===== config.mk =====
export PLATFORM = sky130hd
export DESIGN_NAME = multi_chan_reader
export DESIGN_NICKNAME = d
export VERILOG_FILES = /design/src/rtl/multi_chan_reader.sv
export SDC_FILE = /design/constraint.sdc
export NUM_CORES = 1
export LEC_CHECK = 0
export ABC_CLOCK_PERIOD_IN_PS = 7050
export CELL_PAD_IN_SITES_DETAIL_PLACEMENT = 0
export CELL_PAD_IN_SITES_GLOBAL_PLACEMENT = 1
export CORE_ASPECT_RATIO = 1.75
export CORE_MARGIN = 3
export CORE_UTILIZATION = 42
export CTS_BUF_LIST = sky130_fd_sc_hd__clkbuf_8
export CTS_CLUSTER_SIZE = 8
export DETAILED_ROUTE_END_ITERATION = 6
export GPL_TIMING_DRIVEN = 0
export PLACE_DENSITY = 0.89
export SLEW_MARGIN = 20
export SYNTH_ARGS = -nofsm -noshare
export SYNTH_HDL_FRONTEND = slang
export SYNTH_SLANG_ARGS = --single-unit

===== constraint.sdc =====
create_clock -name clk -period 7.05 [get_ports clk]
set_input_delay 1.0575 -clock clk [delete_from_list [all_inputs] [get_ports clk]]
set_output_delay 1.0575 -clock clk [all_outputs]
set_load 0.005 [all_outputs]

===== src/rtl/multi_chan_reader.sv =====
// Multi-channel frame reader: on a frame-complete edge, streams a frame header,
// then a header plus samples for every enabled channel, through a 2-entry output queue.
module multi_chan_reader #(
    parameter int NCH = 4,
    parameter int DW  = 32,
    parameter int AW  = 10,
    parameter int LW  = 11,
    parameter int CW  = (NCH > 1) ? $clog2(NCH) : 1
) (
    input  logic              clk,
    input  logic              rst_n,
    input  logic              i_complete,
    input  logic [NCH-1:0]    i_ch_en,
    input  logic [NCH*LW-1:0] i_len,
    input  logic [NCH*DW-1:0] i_rd_data,
    output logic [AW-1:0]     o_rd_addr,
    output logic [CW-1:0]     o_rd_ch,
    output logic [DW-1:0]     o_out_data,
    output logic              o_out_vld,
    output logic              o_out_last,
    input  logic              i_out_rdy,
    output logic              o_busy,
    output logic [15:0]       o_frame_cnt,
    output logic              o_overrun,
    input  logic              i_clr_ovr
);

    typedef enum logic [2:0] {S_IDLE, S_FHDR, S_CHDR, S_DATA, S_DRAIN} state_e;

    localparam logic [LW-1:0] MAXLEN = LW'(1) << AW;

    function automatic logic [LW-1:0] clamp_len(input logic [LW-1:0] l);
        return (l > MAXLEN) ? MAXLEN : l;
    endfunction

    state_e         state_q, state_d;
    logic           cmp_q;
    logic [15:0]    cnt_q, cnt_d;
    logic           ovr_q, ovr_d;
    logic [NCH-1:0] en_q;
    logic [LW-1:0]  len_q [NCH];
    logic [CW-1:0]  ch_q, ch_d;
    logic [LW-1:0]  addr_q, addr_d;

    // Single-stage issue pipeline: headers ride it too, so every word lands in the
    // queue exactly one clock after issue and header/data interleave without bubbles.
    logic           pend_vld_q, pend_vld_d;
    logic           pend_hdr_q, pend_hdr_d;
    logic [DW-1:0]  pend_word_q, pend_word_d;
    logic [CW-1:0]  pend_ch_q, pend_ch_d;
    logic           pend_last_q, pend_last_d;

    logic [DW-1:0]  q_data_q [2];
    logic [DW-1:0]  q_data_d [2];
    logic           q_last_q [2];
    logic           q_last_d [2];
    logic [1:0]     occ_q, occ_d;

    logic           start_edge, start, pop, can_issue, last_addr;
    logic [2:0]     fill;
    logic [LW-1:0]  cur_len;
    logic           first_found, next_found;
    logic [CW-1:0]  first_idx, next_idx;
    logic [DW-1:0]  fhdr_word, chdr_word, rd_sel, push_word;

    assign start_edge = i_complete & ~cmp_q;
    assign start      = start_edge && (state_q == S_IDLE);
    assign pop        = o_out_vld & i_out_rdy;
    assign fill       = {1'b0, occ_q} + {2'b0, pend_vld_q};
    assign can_issue  = (fill - {2'b0, pop}) < 3'd2;
    assign cur_len    = len_q[ch_q];
    assign last_addr  = (addr_q == cur_len - LW'(1));

    always_comb begin
        first_found = 1'b0;
        first_idx   = '0;
        next_found  = 1'b0;
        next_idx    = '0;
        for (int unsigned i = 0; i < NCH; i++) begin
            if (en_q[i] && !first_found) begin
                first_found = 1'b1;
                first_idx   = CW'(i);
            end
            if (en_q[i] && !next_found && (i > 32'(ch_q))) begin
                next_found = 1'b1;
                next_idx   = CW'(i);
            end
        end
    end

    always_comb begin
        fhdr_word          = '0;
        fhdr_word[31:24]   = 8'hA5;
        fhdr_word[23:16]   = 8'(NCH);
        fhdr_word[15:0]    = cnt_q;
        chdr_word          = '0;
        chdr_word[31:24]   = 8'hC0;
        chdr_word[23:16]   = 8'(ch_q);
        chdr_word[LW-1:0]  = cur_len;
    end

    always_comb begin
        state_d     = state_q;
        cnt_d       = cnt_q;
        ch_d        = ch_q;
        addr_d      = addr_q;
        pend_vld_d  = 1'b0;
        pend_hdr_d  = 1'b0;
        pend_word_d = '0;
        pend_ch_d   = pend_ch_q;
        pend_last_d = 1'b0;
        case (state_q)
            S_IDLE: begin
                if (start_edge) begin
                    cnt_d   = cnt_q + 16'd1;
                    state_d = S_FHDR;
                end
            end
            S_FHDR: begin
                if (can_issue) begin
                    pend_vld_d  = 1'b1;
                    pend_hdr_d  = 1'b1;
                    pend_word_d = fhdr_word;
                    if (first_found) begin
                        ch_d    = first_idx;
                        state_d = S_CHDR;
                    end else begin
                        pend_last_d = 1'b1;
                        state_d     = S_DRAIN;
                    end
                end
            end
            S_CHDR: begin
                if (can_issue) begin
                    pend_vld_d  = 1'b1;
                    pend_hdr_d  = 1'b1;
                    pend_word_d = chdr_word;
                    if (cur_len != '0) begin
                        addr_d  = '0;
                        state_d = S_DATA;
                    end else if (next_found) begin
                        ch_d = next_idx;
                    end else begin
                        pend_last_d = 1'b1;
                        state_d     = S_DRAIN;
                    end
                end
            end
            S_DATA: begin
                if (can_issue) begin
                    pend_vld_d = 1'b1;
                    pend_ch_d  = ch_q;
                    addr_d     = addr_q + LW'(1);
                    if (last_addr) begin
                        addr_d = '0;
                        if (next_found) begin
                            ch_d    = next_idx;
                            state_d = S_CHDR;
                        end else begin
                            pend_last_d = 1'b1;
                            state_d     = S_DRAIN;
                        end
                    end
                end
            end
            S_DRAIN: begin
                if (occ_q == 2'd0 && !pend_vld_q) begin
                    state_d = S_IDLE;
                end
            end
            default: state_d = S_IDLE;
        endcase
    end

    always_comb begin
        ovr_d = ovr_q;
        if (i_clr_ovr) begin
            ovr_d = 1'b0;
        end
        if (start_edge && state_q != S_IDLE) begin
            ovr_d = 1'b1;
        end
    end

    always_comb begin
        rd_sel = '0;
        for (int unsigned i = 0; i < NCH; i++) begin
            if (CW'(i) == pend_ch_q) begin
                rd_sel = i_rd_data[i*DW +: DW];
            end
        end
        push_word = pend_hdr_q ? pend_word_q : rd_sel;
    end

    always_comb begin
        q_data_d = q_data_q;
        q_last_d = q_last_q;
        occ_d    = occ_q;
        case ({pend_vld_q, pop})
            2'b10: begin
                if (occ_q == 2'd0) begin
                    q_data_d[0] = push_word;
                    q_last_d[0] = pend_last_q;
                end else begin
                    q_data_d[1] = push_word;
                    q_last_d[1] = pend_last_q;
                end
                occ_d = occ_q + 2'd1;
            end
            2'b01: begin
                q_data_d[0] = q_data_q[1];
                q_last_d[0] = q_last_q[1];
                occ_d       = occ_q - 2'd1;
            end
            2'b11: begin
                if (occ_q == 2'd1) begin
                    q_data_d[0] = push_word;
                    q_last_d[0] = pend_last_q;
                end else begin
                    q_data_d[0] = q_data_q[1];
                    q_last_d[0] = q_last_q[1];
                    q_data_d[1] = push_word;
                    q_last_d[1] = pend_last_q;
                end
            end
            default: ;
        endcase
    end

    always_ff @(posedge clk or negedge rst_n) begin
        if (!rst_n) begin
            state_q     <= S_IDLE;
            cmp_q       <= 1'b0;
            cnt_q       <= '0;
            ovr_q       <= 1'b0;
            en_q        <= '0;
            len_q       <= '{default: '0};
            ch_q        <= '0;
            addr_q      <= '0;
            pend_vld_q  <= 1'b0;
            pend_hdr_q  <= 1'b0;
            pend_word_q <= '0;
            pend_ch_q   <= '0;
            pend_last_q <= 1'b0;
            q_data_q    <= '{default: '0};
            q_last_q    <= '{default: 1'b0};
            occ_q       <= '0;
        end else begin
            state_q     <= state_d;
            cmp_q       <= i_complete;
            cnt_q       <= cnt_d;
            ovr_q       <= ovr_d;
            ch_q        <= ch_d;
            addr_q      <= addr_d;
            pend_vld_q  <= pend_vld_d;
            pend_hdr_q  <= pend_hdr_d;
            pend_word_q <= pend_word_d;
            pend_ch_q   <= pend_ch_d;
            pend_last_q <= pend_last_d;
            q_data_q    <= q_data_d;
            q_last_q    <= q_last_d;
            occ_q       <= occ_d;
            if (start) begin
                en_q <= i_ch_en;
                for (int unsigned k = 0; k < NCH; k++) begin
                    len_q[k] <= clamp_len(i_len[k*LW +: LW]);
                end
            end
        end
    end

    assign o_rd_addr   = addr_q[AW-1:0];
    assign o_rd_ch     = ch_q;
    assign o_out_data  = q_data_q[0];
    assign o_out_vld   = (occ_q != 2'd0);
    assign o_out_last  = o_out_vld & q_last_q[0];
    assign o_busy      = (state_q != S_IDLE);
    assign o_frame_cnt = cnt_q;
    assign o_overrun   = ovr_q;

endmodule


==> flow_summary_export.csv <==
group,metric,value,unit
critical_path,critical_path_class,"flop to flop",
critical_path,crit_fanout,10,
global_route,grt_pass1_wl,44.5,mm
power_and_ir_drop,powerDensity,410,nW/µm²
die,die_h,206,µm
global_route,track_usage,23.0,%
clock_network,cts_setup_buffers,0,
status,status,"complete, no violations",
final_layout,drive_above_1_share,15.5,%
critical_path,critPathLaunchType,"flop",
critical_path,critical_path_arrival,4780,ps
sta,setup_tns,0,ps
sta,hold_violations,0,
die,die-area,24900,µm²
detailed_routing,wirelength,28.5,mm
global_route,overflow,0,
detailed_routing,post_drt_wl_per_cell,19.1,µm
synthesis,synthTopCellsByArea,"dfrtp_1 46%, mux4_2 11%, mux2_2 6.1%",
placed_design,dp_cells,1456,
hold_path,min_path_type,"flop to flop",
clock_network,cts_buffers,17,
synthesis,ys_seq_area_share,45.7,%
synthesis,syn_nets,1105,
clock_network,clock_sinks,176,
synthesis,yosysTopAreaCellShare,45.7,%
die,die_w,120,µm
clock_network,clkLatencyLatePin,470,ps
final_layout,finalNonFillerCells,1488,
synthesis,ys_ff_latch,176,
synthesis,synth_most_common_cell,"dfrtp_1",
sta,fmax,226,MHz
die,rows,72,
sta,rsz0062_at_grt,"false",
placed_design,gp_congestion,0.862,
placed_design,hpwl,22.3,mm
detailed_routing,vias,7998,
synthesis,yosysWarningCount,0,
die,ios,245,
synthesis,synth_cells,914,
global_route,grt_max_degree,99,
sta,finalSetupViolCount,0,
sta,timing.slew.headroom,31.7,%
clock_network,hold_buffers,0,
detailed_routing,first_pass_iters,5,
sta,fin_worst_skew,18.6,ps
global_route,grt_pass1_vias,8430,
sta,fin_crit_sh,62.8,%
detailed_routing,route.detailed.drc,0,
critical_path,cp.required,7410,ps
synthesis,syn_avg_cell_area,10.5,µm²
clock_network,cts_resized,0,
synthesis,yosysTopAreaCell,"dfrtp_1",
final_layout,diodes,0,
clock_network,cts_tree,"yes",
synthesis,yosysUniqueCellTypes,57,
sta,finalCriticalPeriod,4430,ps
detailed_routing,ant_nets,0,
clock_network,path_clk_slew,110,ps
die,initial_utilization,43.1,%
synthesis,synthFlopType,"dfrtp_1",
placed_design,port_buffers,244,
power_and_ir_drop,power.leakage,5.34,nW
sta,final-max-slew-violation-count,0,
global_route,antenna_found_initial,0,
sta,tightest_slew,1020,ps
critical_path,crit_path_end_kind,"flop",
synthesis,synth_area,9630,µm²
synthesis,async_flop_share,100,%
job,cap_viol_max_count,0,
detailed_routing,drtIter0Drc,535,
synthesis,synthTopCellsByCount,"176 x dfrtp_1, 96 x nand2_1, 77 x nor2_1, 55 x a21oi_1",
clock_network,root_buffer,"clkbuf_8",
power_and_ir_drop,irDropWorstVdd,0.000167,V
final_layout,area_growth,34.0,%
detailed_routing,vias_per_cell,5.38,
synthesis,synth_edf_count,0,
final_layout,nNetsFinal,1370,
die,core-area,22300,µm²
clock_network,cts_max_level,4,
clock_network,clockBufferDepth,2,
[state kept, by name, indices dropped and copies added (netlist names)]
| signal | cells |
|---|---|
| pend_word_q | 21 |
| en_q | 4 |
| cmp_q | 1 |
| addr_q | 11 |
| q_data_q | 32 |
| pend_ch_q | 2 |
| o_frame_cnt | 16 |
| state_q | 3 |
| o_out_data | 32 |
| o_rd_ch | 2 |
| len_q | 44 |
| q_last_q | 2 |
| occ_q | 2 |
| pend_hdr_q | 1 |
| pend_last_q | 1 |
| pend_vld_q | 1 |
| o_overrun | 1 |
[per-stage QoR]
step	power [mW]	area, µm²	util, %	setup WS [ps]	hold WS (ps)
2_1_floorplan	3.57	9630	-	3320	440
3_3_place_gp	4.50	12400	55.7	-2220	454
3_5_place_dp	4.58	12500	56.0	2230	463
4_1_cts	5.32	12900	57.8	2680	489
5_1_grt	5.68	12900	57.8	2540	513
6_report	5.30	12900	57.8	2620	486
[kinds of logic after synthesis]
group	count (synthesis)	synth area share [%]
buffers and inverters	111	6.07
DFF	176	45.7
muxes	100	16.9
xor gates and xnor gates	29	2.64
adders and majority gates	10	1.38
and+or+nand+nor	288	14.0
AOI/OAI and AO/OA	200	13.3
[critical path: stages (launching register included)]
cell and delay [ps]:
dfrtp_1 400, clkbuf_1 460, buf_1 530, mux4_2 470
nor4_1 470, nand4_1 300, nor3_1 750, a311oi_1 380
a31oi_1 260, nor2_1 60, a31o_2 230
[report_power, final]
group	internal [mW]	total, mW	switching (mW)
registers	1.40	1.65	0.258
clock network	0.300	0.728	0.429
logic	1.44	2.92	1.47
total	3.14	5.30	2.16
[metal layers]
layer,GRT usage [%],up-vias,part of all wire (%)
li1,-,3772,-
met1,24.6,3923,35
met2,43.9,255,56
met3,3.56,48,4.7
met4,10.1,0,3.5
met5,0,-,0
[cell usage in the layout, fill, tap and decap left out, types with 15 or more instances in the layout]
| cell type | netlist | layout |
|---|---|---|
| nand2b_1 | 39 | 39 |
| clkdlybuf4s50_1 | 0 | 243 |
| a22o_1 | 26 | 26 |
| inv_1 | 16 | 16 |
| mux4_2 | 45 | 45 |
| a22oi_1 | 25 | 25 |
| nand2_1 | 96 | 96 |
| a31oi_1 | 15 | 15 |
| clkbuf_8 | 0 | 17 |
| clkbuf_1 | 43 | 43 |
| nor2_1 | 77 | 77 |
| xnor2_1 | 23 | 23 |
| mux2_2 | 52 | 52 |
| o21ai_0 | 52 | 52 |
| buf_4 | 42 | 42 |
| nand3_1 | 18 | 18 |
| dfrtp_1 | 176 | 176 |
| a21oi_1 | 55 | 55 |
[path summary, 6_finish.rpt]
path | start | endpoint | slack [ps] | cells after the start
min | len_q[32] | len_q[32] | 490 | 2
min reg2reg | len_q[32] | len_q[32] | 490 | 2
max reg2reg | o_rd_ch[1] | state_q[2] | 2620 | 10
max in group asynchronous | rst_n | q_data_q[10] | 5680 | 3
min in group asynchronous | rst_n | o_overrun | 590 | 2
max | o_rd_ch[1] | state_q[2] | 2620 | 10
[final cells by class]
cell class / count / area [µm²]
Tap cell: 296 / 370
Timing Repair Buffer: 246 / 2500
Clock inverter: 15 / 168
Multi-Input combinational cell: 627 / 4650
Fill cell: 1958 / 9430
Sequential cell: 176 / 4400
Clock buffer: 17 / 234
Inverter: 16 / 60.1
Buffer: 95 / 524
Power figures use the tool's default switching activity.
